`src/rtl/alu_arb_pkg.sv`:
```
// Shared types and constants for the two-requester ALU arbiter.
package alu_arb_pkg;

   typedef enum logic [1:0] {
      IDLE,
      ISSUE,
      WAIT,
      RESP
   } arb_state_t;

   localparam logic [3:0] FUN_DIV = 4'b0011;
   localparam logic [3:0] FUN_NOP = 4'b1000;

   // Result-bus selection, taken from FUN[3:2]
   localparam logic [1:0] GRP_ARITH = 2'b00;
   localparam logic [1:0] GRP_LOGIC = 2'b01;
   localparam logic [1:0] GRP_CMP   = 2'b10;
   localparam logic [1:0] GRP_SHIFT = 2'b11;

   // A divide whose divisor is zero is answered locally and never reaches the ALU
   function automatic logic is_div_by_zero(input logic [3:0] fun, input logic b_is_zero);
      return (fun == FUN_DIV) && b_is_zero;
   endfunction

endpackage

```
`src/rtl/alu_rr_arbiter2.sv`:
```
// Two-input round-robin grant; the priority pointer moves on an update pulse.
module alu_rr_arbiter2
   import alu_arb_pkg::*;
(
   input  logic       clk,
   input  logic       rst,
   input  logic [1:0] req,
   input  logic       update,
   input  logic       last_id,
   output logic [1:0] grant,
   output logic       grant_id
);

   // prio names the port that wins a tie; after serving a port the other one gets it
   logic prio;

   // Priority pointer register
   always_ff @(posedge clk) begin
      if (rst) begin
         prio <= 1'b0;
      end else if (update) begin
         prio <= ~last_id;
      end
   end

   // Grant: a lone requester wins outright, a tie goes to the priority port
   always_comb begin
      grant    = '0;
      grant_id = 1'b0;
      if (req == 2'b11) begin
         grant_id = prio;
      end else begin
         grant_id = req[1];
      end
      if (req != 2'b00) begin
         grant = 2'b01 << grant_id;
      end
   end

endmodule

```
`src/rtl/alu_req_arbiter.sv`:
```
// Shares one registered ALU between two requesters, one operation in flight.
module alu_req_arbiter
   import alu_arb_pkg::*;
#(
   parameter int OP_WIDTH = 16,
   parameter int ALU_LAT  = 1
) (
   input  logic                  CLK,
   input  logic                  RST,
   input  logic                  REQ0_VALID,
   output logic                  REQ0_READY,
   input  logic [OP_WIDTH-1:0]   REQ0_A,
   input  logic [OP_WIDTH-1:0]   REQ0_B,
   input  logic [3:0]            REQ0_FUN,
   input  logic                  REQ1_VALID,
   output logic                  REQ1_READY,
   input  logic [OP_WIDTH-1:0]   REQ1_A,
   input  logic [OP_WIDTH-1:0]   REQ1_B,
   input  logic [3:0]            REQ1_FUN,
   output logic                  RSP_VALID,
   input  logic                  RSP_READY,
   output logic                  RSP_ID,
   output logic [2*OP_WIDTH-1:0] RSP_DATA,
   output logic [3:0]            RSP_FLAGS,
   output logic                  RSP_ERR,
   output logic [OP_WIDTH-1:0]   ALU_A,
   output logic [OP_WIDTH-1:0]   ALU_B,
   output logic [3:0]            ALU_FUN,
   input  logic [2*OP_WIDTH-1:0] ALU_ARITH_OUT,
   input  logic [OP_WIDTH-1:0]   ALU_LOGIC_OUT,
   input  logic [OP_WIDTH-1:0]   ALU_CMP_OUT,
   input  logic [OP_WIDTH-1:0]   ALU_SHIFT_OUT,
   input  logic [3:0]            ALU_FLAGS
);

   // Operands reach the ALU on the edge leaving ISSUE and its outputs settle ALU_LAT
   // edges later; loading ALU_LAT lets the capture edge land one cycle after that.
   localparam logic [2:0] WAIT_LOAD = 3'(ALU_LAT);

   arb_state_t             state, state_nxt;
   logic [1:0]             grant;
   logic                   grant_id;
   logic                   accept;
   logic                   rsp_done;
   logic                   div_err;
   logic [OP_WIDTH-1:0]    cmd_a, cmd_b;
   logic [3:0]             cmd_fun;
   logic                   cmd_id;
   logic [2:0]             cnt;
   logic [2*OP_WIDTH-1:0]  cap_data;

   alu_rr_arbiter2 u_rr (
      .clk      (CLK),
      .rst      (RST),
      .req      ({REQ1_VALID, REQ0_VALID}),
      .update   (rsp_done),
      .last_id  (cmd_id),
      .grant    (grant),
      .grant_id (grant_id)
   );

   assign div_err   = is_div_by_zero(cmd_fun, cmd_b == '0);
   assign RSP_VALID = (state == RESP);

   // FSM state register
   always_ff @(posedge CLK) begin
      if (RST) begin
         state <= IDLE;
      end else begin
         state <= state_nxt;
      end
   end

   // Next state, requester handshakes and response completion
   always_comb begin
      state_nxt  = state;
      accept     = 1'b0;
      rsp_done   = 1'b0;
      REQ0_READY = 1'b0;
      REQ1_READY = 1'b0;
      case (state)
         IDLE: begin
            if (!RST && (grant != 2'b00)) begin
               REQ0_READY = grant[0];
               REQ1_READY = grant[1];
               accept     = 1'b1;
               state_nxt  = ISSUE;
            end
         end
         ISSUE:   state_nxt = div_err ? RESP : WAIT;
         WAIT:    if (cnt == '0) state_nxt = RESP;
         RESP: begin
            if (RSP_READY) begin
               rsp_done  = 1'b1;
               state_nxt = IDLE;
            end
         end
         default: state_nxt = IDLE;
      endcase
   end

   // Result bus selection; non-arithmetic buses are zero-extended
   always_comb begin
      cap_data = '0;
      case (cmd_fun[3:2])
         GRP_ARITH: cap_data = ALU_ARITH_OUT;
         GRP_LOGIC: cap_data = {{OP_WIDTH{1'b0}}, ALU_LOGIC_OUT};
         GRP_CMP:   cap_data = {{OP_WIDTH{1'b0}}, ALU_CMP_OUT};
         GRP_SHIFT: cap_data = {{OP_WIDTH{1'b0}}, ALU_SHIFT_OUT};
         default:   cap_data = '0;
      endcase
   end

   // Command latch, ALU drive, latency counter and response capture
   always_ff @(posedge CLK) begin
      if (RST) begin
         cmd_a     <= '0;
         cmd_b     <= '0;
         cmd_fun   <= FUN_NOP;
         cmd_id    <= 1'b0;
         cnt       <= '0;
         ALU_A     <= '0;
         ALU_B     <= '0;
         ALU_FUN   <= FUN_NOP;
         RSP_ID    <= 1'b0;
         RSP_DATA  <= '0;
         RSP_FLAGS <= '0;
         RSP_ERR   <= 1'b0;
      end else begin
         case (state)
            IDLE: begin
               if (accept) begin
                  cmd_a   <= grant_id ? REQ1_A   : REQ0_A;
                  cmd_b   <= grant_id ? REQ1_B   : REQ0_B;
                  cmd_fun <= grant_id ? REQ1_FUN : REQ0_FUN;
                  cmd_id  <= grant_id;
               end
            end
            ISSUE: begin
               if (div_err) begin
                  RSP_ID    <= cmd_id;
                  RSP_DATA  <= '0;
                  RSP_FLAGS <= '0;
                  RSP_ERR   <= 1'b1;
               end else begin
                  ALU_A   <= cmd_a;
                  ALU_B   <= cmd_b;
                  ALU_FUN <= cmd_fun;
                  cnt     <= WAIT_LOAD;
               end
            end
            WAIT: begin
               if (cnt != '0) begin
                  cnt <= cnt - 3'd1;
               end else begin
                  RSP_ID    <= cmd_id;
                  RSP_DATA  <= cap_data;
                  RSP_FLAGS <= ALU_FLAGS;
                  RSP_ERR   <= 1'b0;
               end
            end
            RESP: begin
               if (RSP_READY) begin
                  ALU_FUN <= FUN_NOP;
               end
            end
            default: ;
         endcase
      end
   end

endmodule

```
`config.mk`:
```
export PLATFORM = sky130hd
export DESIGN_NAME = alu_req_arbiter
export DESIGN_NICKNAME = d
export VERILOG_FILES = /design/src/rtl/alu_arb_pkg.sv /design/src/rtl/alu_rr_arbiter2.sv /design/src/rtl/alu_req_arbiter.sv
export SDC_FILE = /design/constraint.sdc
export NUM_CORES = 1
export LEC_CHECK = 0
export CAP_MARGIN = 15
export CELL_PAD_IN_SITES_DETAIL_PLACEMENT = 1
export CELL_PAD_IN_SITES_GLOBAL_PLACEMENT = 2
export CORE_ASPECT_RATIO = 0.75
export CORE_UTILIZATION = 25
export DETAILED_ROUTE_END_ITERATION = 10
export GPL_TIMING_DRIVEN = 1
export HOLD_SLACK_MARGIN = 0.05
export PLACE_DENSITY_LB_ADDON = 0.1
export SLEW_MARGIN = 20
export SYNTH_ARGS = -nofsm -noshare
export SYNTH_HDL_FRONTEND = slang
export SYNTH_SLANG_ARGS = --single-unit
```
`constraint.sdc`:
```
create_clock -name CLK -period 1.9 [get_ports CLK]
set_input_delay 0.19 -clock CLK [delete_from_list [all_inputs] [get_ports CLK]]
set_output_delay 0.19 -clock CLK [all_outputs]
set_load 0.005 [all_outputs]
```
==> results.md <==
* Status: completed
* Worst slew margin at a little under three quarters
* N_diodes at 0
* Post-DRT Antenna Nets at 0
* Placed Instances at between 1000 and 1500
* Hold Worst Slack at between 0.15 and 0.2 ns
* Most Crowded Layer GR: met2
* Port Buffers at 237
* Post-synthesis compound-gate area fraction at roughly 7.3%
* Setup crit end kind: flop
* CTS sink count at 117
* Antenna violations before repair at 0
* First drt pass iteration count at 4
* Max Root-Sink Buffers at 2
* Crit path time final at ~1.8 ns
* Int Pwr at between 6 and 7 mW
* CTS tree: done
* Hold buffer count at CTS at 0
* Skew final at between 0.01 and 0.015 ns
* Final period util at between 90 and 100%
* Setup Viol. Count Final at 0
* Clock tree root buffer cell: clkbuf_16
* GP Congestion at roughly 0.73
* Asr flop ratio synth at 0%
* Largest family of logic cells by synthesized area: multiplexers
* Initial drt markers at roughly 160
* Io pins at ~240
* Layout net count at 990
* Met2 GRT Util at about 28%
* DRC viols at 0
* Largest cells by area after synthesis: dfxtp_1 (42%), mux2i_1 (20%), nand2_1 (10%)
* Max-cap violations at 0
* Pwr Total at a little over 10 mW
* Synthesized instance count at around 580
* Worst skew pair latency at ~0.42 ns
* Aggregate global routing overflow at 0
* Most common cell in the netlist: nand2_1
* Vias in the first global route at approximately 5500
* Worst path slowest cell: dfxtp_4
* Yosys cell types at 40
* Chip width at roughly 170 um
* Die H at ~130 um
* DR vias/cell at ~4.5
* Largest net degree at the start of global routing at 53
* Leading area contributor after synthesis: dfxtp_1
* Vias at 5058
* Routed wire per std cell at 16.6 um
* Critical Path RT at between 2 and 2.5 ns
* Worst hold-check path type: in2reg
* Avg Cell Area, Syn at between 9 and 10 um^2
* Power Dens Cells at roughly 1100 nW/um^2
* Crit path cell chain: inv_4 > buf_4 > ha_2 > nand3_2 > o31ai_4 > buf_6 > clkbuf_16 > mux2i_1
* FMAX at 0.546 GHz
* Syn Nets at 743
* Synth Area in Simple Gates at 17.4%
* Layout cells sized above 1 at between 10% and 20%
* Worst Path Arrival at 2.17 ns
* Starting Density at 25.9%
* Top cell type's share of synthesized area at between 40% and 50%
* Hold Fails Final Rpt at 0
* Setup_tns at 0 ns
* Multiplexer area fraction after synthesis at between 20% and 30%
* Met1 Usage GRT at between 20% and 30%
* Share of total power in the clock network at around 34%
* Slew @ Worst Pin at 0.436 ns
* Final Max Slew Viols at 0
* Fin cells at roughly 1100
* Area delta synth->final at 65.1%
* DPL Wire Length at between 10000 and 15000 um
* Static leakage at between 3 and 4 nW
* Die ar. at 22900 um^2
* Syn Std Cell Area at approximately 5600 um^2
* Worst path max stage delay at between 0.3 and 0.4 ns
* Main synth FF type: dfxtp_1
* Reg clk slew, reported paths at around 0.06 ns
* #FFs+latches synth at around 120
* Switching share of power at between 30% and 40%
* Top post-synthesis cells by count: nand2_1 (148), dfxtp_1 (117), mux2i_1 (111), nor2_1 (44), a211oi_1 (35)
* Number of H-tree levels at 4
* Max VDD drop at about 0.53 mV
* NetSw at between 3 and 4 mW
* First-pass GRT wire length at 29200 um
* Core Rows at 46
* Register area share after synthesis at about 42%
* Crit Path Class: reg2reg
* CP max FO at 5
* Worst Setup Start Kind: flop
* Flop pwr share at a little under a third
* Post-Synth Adder-Cell Area at approximately 1.6%
* Total wire length at 18700 um
* Core area at roughly 22000 um^2
* Met3 usage in global routing at about 4.2%
* Comb pwr share at between 30% and 40%
* Gr usage total at approximately 16%
* Num CTS Buffers at 17
* EDFF count, synth at 0
* Synth warn at 0
* Synth Area in XOR/XNOR at 0%
-- worst max-delay path, delay by kind of cell, from the launching register on --
kind / cells / cell delay, ns
flops: 1 / 0.37
buf+inv: 4 / 0.53
mux: 1 / 0.19
simple gates: 1 / 0.12
fa+ha+maj: 1 / 0.24
compound gates: 1 / 0.31
-- registers in the layout (all words and copies together) (netlist names) --
register	cells
cmd_b	16
RSP_DATA	32
ALU_B	16
cmd_fun	4
cmd_id	1
RSP_FLAGS	4
RSP_ID	1
cmd_a	16
ALU_FUN	4
RSP_ERR	1
cnt	3
u_rr.prio	1
ALU_A	16
state	2
-- cells by family (layout without fill, tap and decap cells) --
logic type,Yosys count,after routing
adders and majority gates,7,7
muxes,127,127
DFF,117,117
AOI/OAI and AO/OA,55,55
and+or+nand+nor,216,216
buffers and inverters,53,313
-- cells in the final DEF (no fill, tap or decap), types with 4 or more instances in the layout --
cell type and n:
buf_12 10, a211oi_1 35, dfxtp_1 115, a21oi_1 4
clkbuf_16 20, mux4_2 16, clkdlybuf4s50_1 234, inv_1 7
buf_4 17, inv_6 7, nand3b_1 4, nor4_4 4
nor2_1 43, nand2_1 148, buf_6 4, mux2i_1 110
clkinv_4 4
-- metrics by stage --
stage | setup slack (ns) | cell area (um^2) | util [%]
after floorplan | 0.234 | 5570 | -
after global placement | 0.0612 | 8380 | 38.9
after detailed placement | -0.0353 | 8380 | 38.9
after CTS | 0.0352 | 9060 | 42.1
after global routing | -0.0137 | 9200 | 42.8
final | 0.0674 | 9200 | 42.8
-- path summary, 6_finish.rpt --
check                    from           end  slack, ns  cells past startpoint
setup reg to reg     state[1]  RSP_DATA[23]       0.07                      8
setup / recovery     state[1]  RSP_DATA[23]       0.07                      8
hold / removal            RST      state[1]       0.18                      3
hold reg to reg   RSP_DATA[4]   RSP_DATA[4]       0.46                      2
-- final cells by class --
| type | count | area (um^2) |
|---|---|---|
| fillers | 2367 | 12300 |
| repair buffers | 271 | 2810 |
| clock buffers | 17 | 425 |
| clock inverters | 15 | 194 |
| inverters | 10 | 43.8 |
| well taps | 288 | 360 |
| flip-flops and latches | 117 | 2350 |
| multi-input cells | 405 | 3020 |
-- metal layers --
layer	vias up	wire length (um)
li1	2495	-
met1	2427	8620
met2	120	9050
met3	16	804
met4	0	190
met5	-	0
-- timing repair --
| item | 4_1_cts | 5_1_grt |
|---|---|---|
| pin swaps | 1 | 3 |
| setup endpoints to repair | 8 | 38 |
| gates cloned | 0 | 4 |
| setup buffers | 3 | 3 |
| gates resized for setup | 15 | 8 |
-- power groups by stage --
stage | registers [mW] | logic (mW) | clock network, mW
6_report | 3.15 | 3.50 | 3.41
5_1_grt | 3.20 | 3.81 | 3.61
4_1_cts | 3.14 | 3.34 | 3.50
3_5_place_dp | 3.17 | 3.24 | 0
3_3_place_gp | 3.15 | 3.15 | 0
2_1_floorplan | 3.11 | 2.04 | 0
Power figures use the tool's default switching activity.
